**src/rtl/nibble_serial_adder_ctrl_pkg.sv**
```systemverilog
// Shared definitions for the nibble-serial adder controller: FSM state encoding
// and the width of one adder slice.
package nibble_serial_adder_ctrl_pkg;

  localparam int unsigned NIBBLE_W = 4;

  typedef enum logic [1:0] {
    ST_IDLE = 2'd0,
    ST_RUN  = 2'd1,
    ST_DONE = 2'd2
  } state_t;

endpackage

```
**src/rtl/nibble_serial_adder_ctrl_rca.sv**
```systemverilog
// 4-bit ripple carry adder: s = a + b + ci, co = carry out of bit 3.
module _4RCA
  import nibble_serial_adder_ctrl_pkg::*;
(
  input  logic [NIBBLE_W-1:0] a,
  input  logic [NIBBLE_W-1:0] b,
  input  logic                ci,
  output logic                co,
  output logic [NIBBLE_W-1:0] s
);

  logic [NIBBLE_W:0] c;

  always_comb begin
    c    = '0;
    s    = '0;
    c[0] = ci;
    for (int unsigned i = 0; i < NIBBLE_W; i++) begin
      s[i]   = a[i] ^ b[i] ^ c[i];
      c[i+1] = (a[i] & b[i]) | (c[i] & (a[i] ^ b[i]));
    end
    co = c[NIBBLE_W];
  end

endmodule

```
**src/rtl/nibble_serial_adder_ctrl.sv**
```systemverilog
// W-bit add/subtract sequenced over a single 4-bit ripple adder, one nibble
// per clock, LSB nibble first, with a start/busy/done handshake.
module nibble_serial_adder_ctrl
  import nibble_serial_adder_ctrl_pkg::*;
#(
  parameter int unsigned NIBBLES = 4
) (
  input  logic                          clk,
  input  logic                          reset,
  input  logic                          start,
  input  logic                          sub,
  input  logic [NIBBLE_W*NIBBLES-1:0]   a,
  input  logic [NIBBLE_W*NIBBLES-1:0]   b,
  input  logic                          ci,
  output logic                          busy,
  output logic                          done,
  output logic [NIBBLE_W*NIBBLES-1:0]   s,
  output logic                          co,
  output logic                          ovf
);

  localparam int unsigned W     = NIBBLE_W * NIBBLES;
  localparam int unsigned IDX_W = (NIBBLES > 1) ? $clog2(NIBBLES) : 1;
  localparam logic [IDX_W-1:0] LAST_IDX = IDX_W'(NIBBLES - 1);

  state_t              state;
  state_t              state_next;
  logic [IDX_W-1:0]    idx;
  logic                carry;
  logic [W-1:0]        a_r;
  logic [W-1:0]        b_r;
  logic [W-1:0]        s_r;
  logic [W-1:0]        s_next;
  logic                co_r;
  logic                ovf_r;
  logic [NIBBLE_W-1:0] a_nib;
  logic [NIBBLE_W-1:0] b_nib;
  logic [NIBBLE_W-1:0] sum_nib;
  logic                rca_co;
  logic                last;

  assign last = (idx == LAST_IDX);

  always_ff @(posedge clk or posedge reset) begin
    if (reset) state <= ST_IDLE;
    else       state <= state_next;
  end

  always_comb begin
    state_next = state;
    case (state)
      ST_IDLE: if (start) state_next = ST_RUN;
      ST_RUN:  if (last)  state_next = ST_DONE;
      ST_DONE: state_next = ST_IDLE;
      default: state_next = ST_IDLE;
    endcase
  end

  always_comb begin
    a_nib = '0;
    b_nib = '0;
    for (int unsigned i = 0; i < NIBBLES; i++) begin
      if (idx == IDX_W'(i)) begin
        a_nib = a_r[i*NIBBLE_W +: NIBBLE_W];
        b_nib = b_r[i*NIBBLE_W +: NIBBLE_W];
      end
    end
  end

  _4RCA u_rca (
    .a  (a_nib),
    .b  (b_nib),
    .ci (carry),
    .co (rca_co),
    .s  (sum_nib)
  );

  // Only the active nibble is overwritten; upper nibbles keep the old result.
  always_comb begin
    s_next = s_r;
    for (int unsigned i = 0; i < NIBBLES; i++) begin
      if (idx == IDX_W'(i)) s_next[i*NIBBLE_W +: NIBBLE_W] = sum_nib;
    end
  end

  always_ff @(posedge clk or posedge reset) begin
    if (reset) begin
      idx   <= '0;
      carry <= 1'b0;
      a_r   <= '0;
      b_r   <= '0;
      s_r   <= '0;
      co_r  <= 1'b0;
      ovf_r <= 1'b0;
    end else begin
      case (state)
        ST_IDLE: begin
          if (start) begin
            a_r   <= a;
            b_r   <= sub ? ~b : b;
            carry <= sub ? 1'b1 : ci;
            idx   <= '0;
          end
        end
        ST_RUN: begin
          s_r   <= s_next;
          carry <= rca_co;
          if (last) begin
            idx   <= '0;
            co_r  <= rca_co;
            ovf_r <= a_r[W-1] ^ b_r[W-1] ^ sum_nib[NIBBLE_W-1] ^ rca_co;
          end else begin
            idx <= idx + IDX_W'(1);
          end
        end
        default: ;
      endcase
    end
  end

  assign busy = (state == ST_RUN);
  assign done = (state == ST_DONE);
  assign s    = s_r;
  assign co   = co_r;
  assign ovf  = ovf_r;

endmodule

```
**config.mk**
```make
export PLATFORM = sky130hd
export DESIGN_NAME = nibble_serial_adder_ctrl
export DESIGN_NICKNAME = d
export VERILOG_FILES = /design/src/rtl/nibble_serial_adder_ctrl_pkg.sv /design/src/rtl/nibble_serial_adder_ctrl_rca.sv /design/src/rtl/nibble_serial_adder_ctrl.sv
export SDC_FILE = /design/constraint.sdc
export NUM_CORES = 1
export LEC_CHECK = 0
export CAP_MARGIN = 20
export CORE_UTILIZATION = 54
export CTS_CLUSTER_DIAMETER = 150
export DETAILED_ROUTE_END_ITERATION = 8
export PLACE_DENSITY_LB_ADDON = 0.08
export SETUP_SLACK_MARGIN = 0.2
export SYNTH_ARGS = -nofsm -noshare
export SYNTH_HDL_FRONTEND = slang
export SYNTH_SLANG_ARGS = --single-unit
```
**constraint.sdc**
```tcl
create_clock -name clk -period 7.6 [get_ports clk]
set_input_delay 1.14 -clock clk [delete_from_list [all_inputs] [get_ports clk]]
set_output_delay 1.14 -clock clk [all_outputs]
set_load 0.005 [all_outputs]
```
==> results.json <==
{
  "fin_crit_ns": 3.798,
  "grt_setup_unrepaired": "false",
  "nFillCells": 371,
  "antenna_found_initial": 0,
  "setup_viol": 0,
  "ys_ff_latch": 55,
  "cts_tree": "built",
  "die_area_mm2": 0.005161,
  "fp.dieH_um": 71.84,
  "rows": 25,
  "worstPathArrival_ns": 3.98,
  "p_leak_uw": 0.001371,
  "hold_buffers": 0,
  "synth_flop_cell": "dfrtp_1",
  "synth-edff-count": 0,
  "wl_per_cell_um": 14.25,
  "outcome": "finished, final reports clean",
  "p_per_area_mw_per_mm2": 457.0,
  "coreArea_mm2": 0.004723,
  "place.gp.congestion": 0.8003,
  "grt_max_degree": 52,
  "cp-end-kind": "register",
  "max_freq_ghz": 0.2633,
  "cts_buffers": 5,
  "insertedDiodeCount": 0,
  "yosysTopAreaCell": "dfrtp_1",
  "max_slew.worst_pin.slew_ns": 0.9146,
  "hold_path_end": "s[2]",
  "first_pass_iters": 4,
  "clock_skew_ns": 0.004718,
  "start_kind": "register",
  "start_util": 0.5576,
  "maxCapViolCount": 0,
  "avgSynthCellArea_um2": 11.16,
  "syn2layout_area_growth_pct": 25.04,
  "syn-cell-area_mm2": 0.002634,
  "drcViolationCount": 0,
  "routed_wl_mm": 5.017,
  "overflow": 0,
  "ys_types": 30,
  "hold_viol_final": 0,
  "clockRootBuffer": "clkbuf_8",
  "cp.required_ns": 7.78,
  "cp_max_fo": 11,
  "ys_warn_count": 0,
  "async_reset_ff_frac": 1.000,
  "timing.rr.end": "ovf",
  "min_from": "s[2]",
  "layout_commonest_cell": "clkdlybuf4s50_1",
  "r2r.worst_path.cells": 15,
  "clock_path_buffers": 2,
  "die_w_um": 71.84,
  "max_slew_margin": 0.3883,
  "min_path_cells": 2,
  "drtIter0Drc": 64,
  "antenna_left": 0,
  "cts_resized": 0,
  "grt.total_usage": 0.2171,
  "insertion_delay_ns": 0.30,
  "finalNetCount": 331,
  "syn_inst": 236,
  "reg2reg_from": "idx[1]",
  "postSynthNetCount": 281,
  "grt_pass1_wl_mm": 8.390,
  "cts.sinks": 55,
  "fin_crit_sh": 0.4997,
  "ios": 57,
  "layout_common_cells": "clkdlybuf4s50_1, dfrtp_1, mux2_2, a21oi_1, nand2_1",
  "fin_ws_ns": 3.802,
  "tns_ns": 0,
  "grt_pass1_vias": 1784,
  "vias_per_cell": 5.168,
  "port_buffers": 56,
  "drive_above_1_share": 0.1053,
  "post-place-ws_ns": 3.890,
  "seq_area_frac_synth": 0.5226,
  "r2r_setup_slack_ns": 3.80,
  "critical_path_class": "register to register",
  "drv_slew": 0,
  "synth_top_area_frac": 0.5226,
  "vias": 1819,
  "ctsHtreeMaxLevel": 2,
  "detailedPlacementHpwl_mm": 3.814,
  "clkSlewWorstSetupHoldPaths_ns": 0.09,
  "vdd_drop_max_mv": 0.1759,
  "synthTopCellsByArea": "dfrtp_1, mux2_2, xnor2_1",
  "postCtsSetupBuffers": 0,
  "hold_class": "register to register"
}
[layout make-up]
type                       instances  area (µm²)  area share
inverter                          15       56.30     0.01710
tap                               67       83.83     0.02546
multi-input combinational        151        1116      0.3389
clock buffer                       6       72.57     0.02204
timing repair buffer              58       588.1      0.1786
sequential                        55        1376      0.4179
[metrics by stage]
| stage | area, µm² | utilization | hold WS (ns) | std cells | total power [µW] |
|---|---|---|---|---|---|
| floorplan | 2634 | - | 0.4595 | 236 | 1095 |
| global placement | 3201 | 0.6776 | 0.4611 | 345 | 1335 |
| detailed placement | 3221 | 0.6819 | 0.4701 | 346 | 1371 |
| CTS | 3293 | 0.6972 | 0.4897 | 352 | 1518 |
| global route | 3293 | 0.6972 | 0.5044 | 352 | 1629 |
| finish | 3293 | 0.6972 | 0.4818 | 352 | 1505 |
[synthesized netlist by cell type (all sizes together), types with 3 or more instances]
library cell,instances
ha,4
nor2b,5
o21ai,15
nand2,19
buf,13
fa,4
nand3b,4
a21oi,21
mux2,22
a221o,4
a221oi,3
a22oi,4
xnor2,17
o31ai,4
nor2,14
dfrtp,55
inv,15
[worst max path at each step]
stage | end | from | cells past startpoint | slack (ns)
2_1_floorplan | ovf | idx[0] | 16 | 4.35
3_3_place_gp | ovf | idx[0] | 14 | 4.03
3_5_place_dp | ovf | idx[1] | 15 | 3.89
4_1_cts | ovf | idx[1] | 15 | 3.86
5_1_grt | ovf | idx[1] | 15 | 3.49
6_report | ovf | idx[1] | 15 | 3.80
[worst max-delay path: stages, from the launching register on]
cell and delay [ns]:
dfrtp_1 0.40, inv_1 0.09, ha_1 0.32, nor2b_1 0.47, a221o_1 0.23, a22oi_1 0.08
fa_1 0.44, inv_1 0.08, fa_1 0.16, inv_1 0.05, fa_1 0.36, inv_1 0.08
fa_1 0.49, xnor2_1 0.21, xnor2_1 0.14, o21ai_0 0.08
[cells by family after synthesis]
logic type | synth area share
XOR/XNOR | 0.06318
AO/OA/AOI/OAI | 0.1349
multiplexers | 0.09406
AND/OR/NAND/NOR | 0.08219
flip-flops | 0.5226
buffers and inverters | 0.05368
adder cells (fa/ha/maj) | 0.04941
[routing by layer]
metal / share of wire / GRT usage
met2: 0.49 / 0.3522
met4: 0.021 / 0.09368
met3: 0.040 / 0.05204
met1: 0.45 / 0.2803
met5: 0 / 0
[flip-flops by register name (all words and copies together) (netlist names)]
signal / cells
a_r: 16
b_r: 16
s: 16
idx: 2
state: 2
carry: 1
co: 1
ovf: 1
[report_power, final]
group	switching, µW	total, µW	internal (µW)
clock network	85.3	147	61.6
logic	394	820	425
registers	96.4	539	442
total	576	1510	929
Power figures use the tool's default switching activity.
